===== config.mk =====
export PLATFORM = sky130hd
export DESIGN_NAME = seg7_scan_driver_flat
export DESIGN_NICKNAME = d
export VERILOG_FILES = /design/src/rtl/seg7_scan_driver_if.sv /design/src/rtl/seg7_scan_driver.sv /design/src/flat_wrapper.sv
export SDC_FILE = /design/constraint.sdc
export NUM_CORES = 1
export LEC_CHECK = 0
export ABC_AREA = 1
export CAP_MARGIN = 20
export CORE_MARGIN = 2
export CORE_UTILIZATION = 50
export CTS_CLUSTER_SIZE = 40
export DETAILED_ROUTE_END_ITERATION = 10
export GPL_TIMING_DRIVEN = 0
export PLACE_DENSITY_LB_ADDON = 0.12
export SLEW_MARGIN = 20
export SYNTH_ARGS = -nofsm -noshare
export SYNTH_HDL_FRONTEND = slang
export SYNTH_SLANG_ARGS = --single-unit

===== constraint.sdc =====
create_clock -name clk -period 3.6 [get_ports clk]
set_input_delay 0.72 -clock clk [delete_from_list [all_inputs] [get_ports clk]]
set_output_delay 0.72 -clock clk [all_outputs]
set_load 0.02 [all_outputs]

===== src/rtl/seg7_scan_driver_if.sv =====
// CPU-side bus of the seven-segment scan driver: display data, decimal
// points, digit enables, the load strobe and the frame-commit pulse.
interface seg7_scan_driver_if #(
    parameter int DIGITS = 8
);
    logic                  load;
    logic [4*DIGITS-1:0]   data_in;
    logic [DIGITS-1:0]     dp_in;
    logic [DIGITS-1:0]     en_in;
    logic                  frame_done;

    modport master (
        output load,
        output data_in,
        output dp_in,
        output en_in,
        input  frame_done
    );

    modport slave (
        input  load,
        input  data_in,
        input  dp_in,
        input  en_in,
        output frame_done
    );
endinterface


===== src/rtl/seg7_scan_driver.sv =====
// Time-multiplexed common-anode seven-segment driver. Scans one digit per
// slot with a blanking gap at the start of each slot. New data is
// committed to the display only at frame boundaries.
//
//   state    | meaning
//   ---------+-----------------------------------------------------------
//   ST_BLANK | start of slot, all anodes off (cnt < BLANK_CYC)
//   ST_SHOW  | current digit lit if enabled (BLANK_CYC <= cnt < SCAN_DIV)
module seg7_scan_driver #(
    parameter int DIGITS    = 8,
    parameter int SCAN_DIV  = 100000,
    parameter int BLANK_CYC = 1000
) (
    input  logic                 clk,
    input  logic                 rst_n,
    seg7_scan_driver_if.slave    bus,
    output logic [DIGITS-1:0]    an,
    output logic [6:0]           seg,
    output logic                 dp
);

    localparam int CNT_W = (SCAN_DIV > 1) ? $clog2(SCAN_DIV) : 1;
    localparam int DIG_W = (DIGITS > 1) ? $clog2(DIGITS) : 1;

    localparam logic [CNT_W-1:0] CNT_LAST       = CNT_W'(SCAN_DIV - 1);
    localparam logic [CNT_W-1:0] CNT_BLANK_LAST = CNT_W'(BLANK_CYC - 1);
    localparam logic [DIG_W-1:0] DIG_LAST       = DIG_W'(DIGITS - 1);

    typedef enum logic {
        ST_BLANK = 1'b0,
        ST_SHOW  = 1'b1
    } phase_t;

    phase_t               r_phase;
    phase_t               w_phase_nxt;
    logic [CNT_W-1:0]     r_cnt;
    logic [CNT_W-1:0]     w_cnt_nxt;
    logic [DIG_W-1:0]     r_dig;
    logic [DIG_W-1:0]     w_dig_nxt;
    logic                 w_slot_end;
    logic                 w_commit;

    logic [4*DIGITS-1:0]  r_data_shd;
    logic [DIGITS-1:0]    r_dp_shd;
    logic [DIGITS-1:0]    r_en_shd;
    logic                 r_pending;

    logic [4*DIGITS-1:0]  r_data_act;
    logic [DIGITS-1:0]    r_dp_act;
    logic [DIGITS-1:0]    r_en_act;

    logic [3:0]           w_nib;
    logic [DIGITS-1:0]    w_an;
    logic [6:0]           w_seg;
    logic                 w_dp;

    logic [DIGITS-1:0]    r_an;
    logic [6:0]           r_seg;
    logic                 r_dp;
    logic                 r_frame_done;

    // Hex to active-low {g,f,e,d,c,b,a} segment pattern.
    function automatic logic [6:0] f_decode(input logic [3:0] i_nib);
        logic [6:0] v;
        case (i_nib)
            4'h0:    v = 7'h40;
            4'h1:    v = 7'h79;
            4'h2:    v = 7'h24;
            4'h3:    v = 7'h30;
            4'h4:    v = 7'h19;
            4'h5:    v = 7'h12;
            4'h6:    v = 7'h02;
            4'h7:    v = 7'h78;
            4'h8:    v = 7'h00;
            4'h9:    v = 7'h10;
            4'hA:    v = 7'h08;
            4'hB:    v = 7'h03;
            4'hC:    v = 7'h46;
            4'hD:    v = 7'h21;
            4'hE:    v = 7'h06;
            default: v = 7'h0E;
        endcase
        return v;
    endfunction

    // Phase, slot counter and digit index registers.
    always_ff @(posedge clk or negedge rst_n) begin
        if (!rst_n) begin
            r_phase <= ST_BLANK;
            r_cnt   <= '0;
            r_dig   <= '0;
        end else begin
            r_phase <= w_phase_nxt;
            r_cnt   <= w_cnt_nxt;
            r_dig   <= w_dig_nxt;
        end
    end

    // Next phase, counter and digit; the digit advances on the slot wrap.
    always_comb begin
        w_phase_nxt = r_phase;
        w_slot_end  = (r_cnt == CNT_LAST);
        w_cnt_nxt   = r_cnt + CNT_W'(1);
        w_dig_nxt   = r_dig;
        if (w_slot_end) begin
            w_cnt_nxt = '0;
            w_dig_nxt = (r_dig == DIG_LAST) ? '0 : r_dig + DIG_W'(1);
        end
        case (r_phase)
            ST_BLANK: begin
                if (r_cnt == CNT_BLANK_LAST) begin
                    w_phase_nxt = ST_SHOW;
                end
            end
            ST_SHOW: begin
                if (w_slot_end) begin
                    w_phase_nxt = ST_BLANK;
                end
            end
            default: w_phase_nxt = ST_BLANK;
        endcase
    end

    // Commit happens on the last cycle of the last slot when new data waits,
    // or when a load lands exactly on that cycle.
    assign w_commit = w_slot_end && (r_dig == DIG_LAST) && (r_pending || bus.load);

    // Shadow capture and pending flag; a later load simply overwrites.
    always_ff @(posedge clk or negedge rst_n) begin
        if (!rst_n) begin
            r_data_shd <= '0;
            r_dp_shd   <= '0;
            r_en_shd   <= '0;
            r_pending  <= 1'b0;
        end else begin
            if (bus.load) begin
                r_data_shd <= bus.data_in;
                r_dp_shd   <= bus.dp_in;
                r_en_shd   <= bus.en_in;
            end
            if (w_commit) begin
                r_pending <= 1'b0;
            end else if (bus.load) begin
                r_pending <= 1'b1;
            end
        end
    end

    // Active display data, updated only at the frame boundary.
    always_ff @(posedge clk or negedge rst_n) begin
        if (!rst_n) begin
            r_data_act <= '0;
            r_dp_act   <= '0;
            r_en_act   <= '0;
        end else if (w_commit) begin
            if (bus.load) begin
                r_data_act <= bus.data_in;
                r_dp_act   <= bus.dp_in;
                r_en_act   <= bus.en_in;
            end else begin
                r_data_act <= r_data_shd;
                r_dp_act   <= r_dp_shd;
                r_en_act   <= r_en_shd;
            end
        end
    end

    // Display pattern for the current phase and digit; blank unless lit.
    always_comb begin
        w_nib = r_data_act[{r_dig, 2'b00} +: 4];
        w_an  = '1;
        w_seg = 7'h7F;
        w_dp  = 1'b1;
        if (r_phase == ST_SHOW && r_en_act[r_dig]) begin
            w_an  = ~(DIGITS'(1) << r_dig);
            w_seg = f_decode(w_nib);
            w_dp  = ~r_dp_act[r_dig];
        end
    end

    // Registered outputs: one cycle behind the scan state, glitch-free pins.
    always_ff @(posedge clk or negedge rst_n) begin
        if (!rst_n) begin
            r_an         <= '1;
            r_seg        <= 7'h7F;
            r_dp         <= 1'b1;
            r_frame_done <= 1'b0;
        end else begin
            r_an         <= w_an;
            r_seg        <= w_seg;
            r_dp         <= w_dp;
            r_frame_done <= w_commit;
        end
    end

    assign an             = r_an;
    assign seg            = r_seg;
    assign dp             = r_dp;
    assign bus.frame_done = r_frame_done;

endmodule


===== src/flat_wrapper.sv =====
// flat-port wrapper written by rule: the top's interface ports become plain ports
module seg7_scan_driver_flat 
#(
    parameter int DIGITS    = 8,
    parameter int SCAN_DIV  = 100000,
    parameter int BLANK_CYC = 1000
)
  (clk, rst_n, an, seg, dp, bus_load, bus_data_in, bus_dp_in, bus_en_in, bus_frame_done);
  seg7_scan_driver_if #(.DIGITS(DIGITS)) bus_i ();
  input  logic clk;
  input  logic rst_n;
  output logic [DIGITS-1:0] an;
  output logic [6:0] seg;
  output logic dp;
  input wire logic [$bits(bus_i.load)-1:0] bus_load;
  input wire logic [$bits(bus_i.data_in)-1:0] bus_data_in;
  input wire logic [$bits(bus_i.dp_in)-1:0] bus_dp_in;
  input wire logic [$bits(bus_i.en_in)-1:0] bus_en_in;
  output wire logic [$bits(bus_i.frame_done)-1:0] bus_frame_done;
  assign bus_i.load = bus_load;
  assign bus_i.data_in = bus_data_in;
  assign bus_i.dp_in = bus_dp_in;
  assign bus_i.en_in = bus_en_in;
  assign bus_frame_done = bus_i.frame_done;
  seg7_scan_driver #(.DIGITS(DIGITS), .SCAN_DIV(SCAN_DIV), .BLANK_CYC(BLANK_CYC)) u_core (.clk(clk), .rst_n(rst_n), .bus(bus_i), .an(an), .seg(seg), .dp(dp));
endmodule

==> results.tsv <==
stage	metric	value	unit
logic_synthesis	synth_area	0.00673	mm2
global_route	grt_antenna_before_repair	0	
cts	post_cts_buffers	0	
pwr	switchingPower	0.761	mW
pwr	cellLeakagePower	4.01	nW
worst_setup_path	r2r_slack	1.26	ns
floorplanning	start_util	0.510	
worst_setup_path	cp-start-kind	register	
sta	min_period	2.34	ns
pwr	power_density	450	mW/mm2
logic_synthesis	ys_seq_area_frac	0.505	
sta	slew_viol_final	0	
logic_synthesis	synth_most_common_cell	inv_1	
status	status	finished, final reports clean	
cts	cts_hold_buffers	0	
logic_synthesis	yosys-top-cells-count	181 x inv_1, 168 x nand2_1, 119 x dfrtp_1	
floorplanning	die_y	120	um
final_layout	antenna_cells	0	
worst_setup_path	crit_cells	10	
sta	whs	0.187	ns
sta	slew_headroom	0.570	
worst_setup_path	critPathMaxStageDelay	0.40	ns
cts	post_cts_resize_count	0	
routing	drc	0	
cts	clkTransAtPathRegs	0.06	ns
worst_setup_path	cp_num_buf_inv	3	
worst_setup_path	crit_fanout	11	
worst_setup_path	critPathTopFamily	buffers and inverters	
floorplanning	ios	68	
logic_synthesis	async_flop_share	1.00	
routing	via_count	5516	
job	maxCapViolCount	0	
cts	clkSinkCount	135	
pwr	internal_power	2.99	mW
worst_setup_path	timing.rr.start	u_core.r_dig[1]	
worst_setup_path	critPathKind	register to register	
placed_design	place_area	0.00764	mm2
routing	ant_nets	0	
placed_design	gp_congestion	0.867	
pwr	irDropWorstVdd	0.000312	V
floorplanning	core-area	0.0132	mm2
floorplanning	rows	42	
worst_setup_path	reg2reg_to	u_core.seg[0]	
worst_setup_path	crit_arrival	2.68	ns
cts	cts.htree.levels	4	
worst_setup_path	crit_top_cell	nand3_1	
routing	viasPerCell	4.97	
worst_setup_path	crit_chain	inv_1, buf_2, nand3_1, nand3_1, o21ai_0, ha_1, inv_1, nand3_1, nand3_1, nand3_1	
pwr	swShare	0.203	
routing	first_pass_iters	5	
placed_design	io_buffers	66	
cts	clock_latency	0.43	ns
final_layout	postLayoutCellArea	0.00832	mm2
logic_synthesis	synth_area_leaders	dfrtp_1 44%, inv_1 10%, nand2_1 9.4%	
worst_setup_path	rr_worst_depth	10	
cts	cts-root-buf	clkbuf_16	
worst_setup_path	critPathRequiredTime	3.94	ns
sta	worstMarginPinSlew	0.638	ns
cts	cts_tree	yes	
sta	fmax	427	MHz
pwr	pwr-share-comb	0.047	
global_route	grt.total_usage	0.238	
sta	rsz0062_at_grt	no	
floorplanning	die_area	0.0144	mm2
cts	cts_buffers	17	
sta	finalCritPeriodShare	0.651	
pwr	pwr-share-seq	0.421	
logic_synthesis	yosysWarnings	0	
global_route	grt_max_degree	89	
logic_synthesis	synth_ff_type	dfrtp_1	
final_layout	area_growth	23.7	%
worst_setup_path	cp-end-kind	register	
routing	wire_per_inst	14.0	um
logic_synthesis	synth_edf_count	0	
routing	drt_iter0_drc	466	
min_path	hold_path_class	primary input to asynchronous set/reset pin	
sta	setup_violations	0	
worst_setup_path	slowest_stage	dfrtp_1	
pwr	clockPowerShare	0.532	
global_route	grt_overflow	0	
logic_synthesis	yosysTopAreaCell	dfrtp_1	
logic_synthesis	netlist-cell-type-count	32	
global_route	grt_pass1_vias	5633	
final_layout	drive_gt1_frac	0.125	
final_layout	nets	983	
logic_synthesis	avgSynthCellArea	8.07	um2
floorplanning	die_w	120	um
logic_synthesis	synth_top_cell_area_share	0.443	
logic_synthesis	syn_inst	834	
global_route	grt_pass1_wl	26.8	mm
logic_synthesis	ys_ff_latch	135	
placed_design	dp_hpwl	11.0	mm
cts	ctsLongestPathBuffers	2	
routing	wl	15.6	mm
sta	skew	0.00648	ns
logic_synthesis	synth_fp_nets	897	
sta	final-hold-violation-count	0	
-- state kept, by name, indices dropped and copies added, names as in the netlist --
signal and count:
u_core.r_pending 1, u_core.r_phase 1, u_core.r_dig 3, u_core.r_cnt 17, u_core.dp 1, u_core.r_dp_shd 8
u_core.r_dp_act 8, u_core.r_data_shd 32, u_core.bus.frame_done 1, u_core.an 8, u_core.r_en_shd 8, u_core.r_data_act 32
u_core.seg 7, u_core.r_en_act 8
-- layout by cell type (no fill, tap or decap), types with 2 or more instances in the layout --
cell type        count
bufinv_16            6
inv_2                2
or2_0               10
o21ai_0             66
dfrtp_1            119
clkbuf_16           17
xor2_1               6
clkinv_2             4
nor3_1               3
inv_1              181
clkbuf_8             2
or2_1               10
dfstp_2             16
clkbuf_1            22
nor2_2               2
clkdlybuf4s50_1     65
nand2_1            168
nand3_1             59
ha_1                12
nor2_1              25
buf_6                3
or2_2               28
clkinv_4             2
nor4_1               3
nand4_1             52
nand2_2             12
o211ai_1             2
buf_2               11
buf_4                7
a21oi_1              7
xnor2_1              2
-- cell type report --
class,count,area [um2]
sequential,135,3400
multi-input combinational,473,2420
buffer,42,220
inverter,184,692
clock buffer,20,457
fill,1159,4870
clock inverter,12,221
timing repair buffer,67,693
tap,176,220
-- per-stage QoR --
stage,power (mW),TNS [ns],cells,utilization,setup WS [ns]
2_1_floorplan,1.67,0,834,-,1.68
4_1_cts,3.78,0,1109,0.631,1.26
3_3_place_gp,1.77,-430.54,1076,0.577,-3.39
3_5_place_dp,1.78,0,1077,0.579,1.28
5_1_grt,3.87,0,1109,0.631,1.02
6_report,3.75,0,1109,0.631,1.26
-- power by group through the flow --
stage	Sequential [mW]	Combinational, mW	Clock (mW)
after floorplan	1.60	0.0715	0
after global routing	1.58	0.203	2.09
after global placement	1.60	0.171	0
after CTS	1.58	0.182	2.02
final	1.58	0.177	1.99
after detailed placement	1.60	0.181	0
-- metal layers --
layer | global-route usage | wire length, um
met2 | 0.380 | 7470
met1 | 0.320 | 7080
met4 | 0.0699 | 235
met3 | 0.0604 | 764
met5 | 0 | 0
-- cells by family (layout without fill, tap and decap cells) --
family | after synthesis | in the layout | share of synthesized area
adders and majority gates | 12 | 12 | 0.0223
and+or+nand+nor | 376 | 376 | 0.268
buffers and inverters | 226 | 325 | 0.136
xor gates and xnor gates | 8 | 8 | 0.0104
AOI/OAI and AO/OA | 77 | 77 | 0.0584
DFF | 135 | 135 | 0.505
-- worst max-delay path by stage --
stage	start	to	slack [ns]
6_report	u_core.r_dig[1]	u_core.seg[0]	1.26
5_1_grt	u_core.r_dig[0]	u_core.seg[5]	1.02
4_1_cts	u_core.r_dig[0]	u_core.seg[3]	1.26
3_5_place_dp	u_core.r_dig[0]	u_core.seg[5]	1.28
3_3_place_gp	rst_n	u_core.r_dp_shd[6]	-3.39
2_1_floorplan	u_core.r_dig[0]	u_core.seg[5]	1.68
-- worst register-to-register path: stages, from the launching register on --
cell and delay, ns:
dfrtp_1 0.40, inv_1 0.25, buf_2 0.33, nand3_1 0.11
nand3_1 0.14, o21ai_0 0.27, ha_1 0.36, inv_1 0.11
nand3_1 0.09, nand3_1 0.10, nand3_1 0.09
No activity file was read; power rests on OpenSTA's default activity.
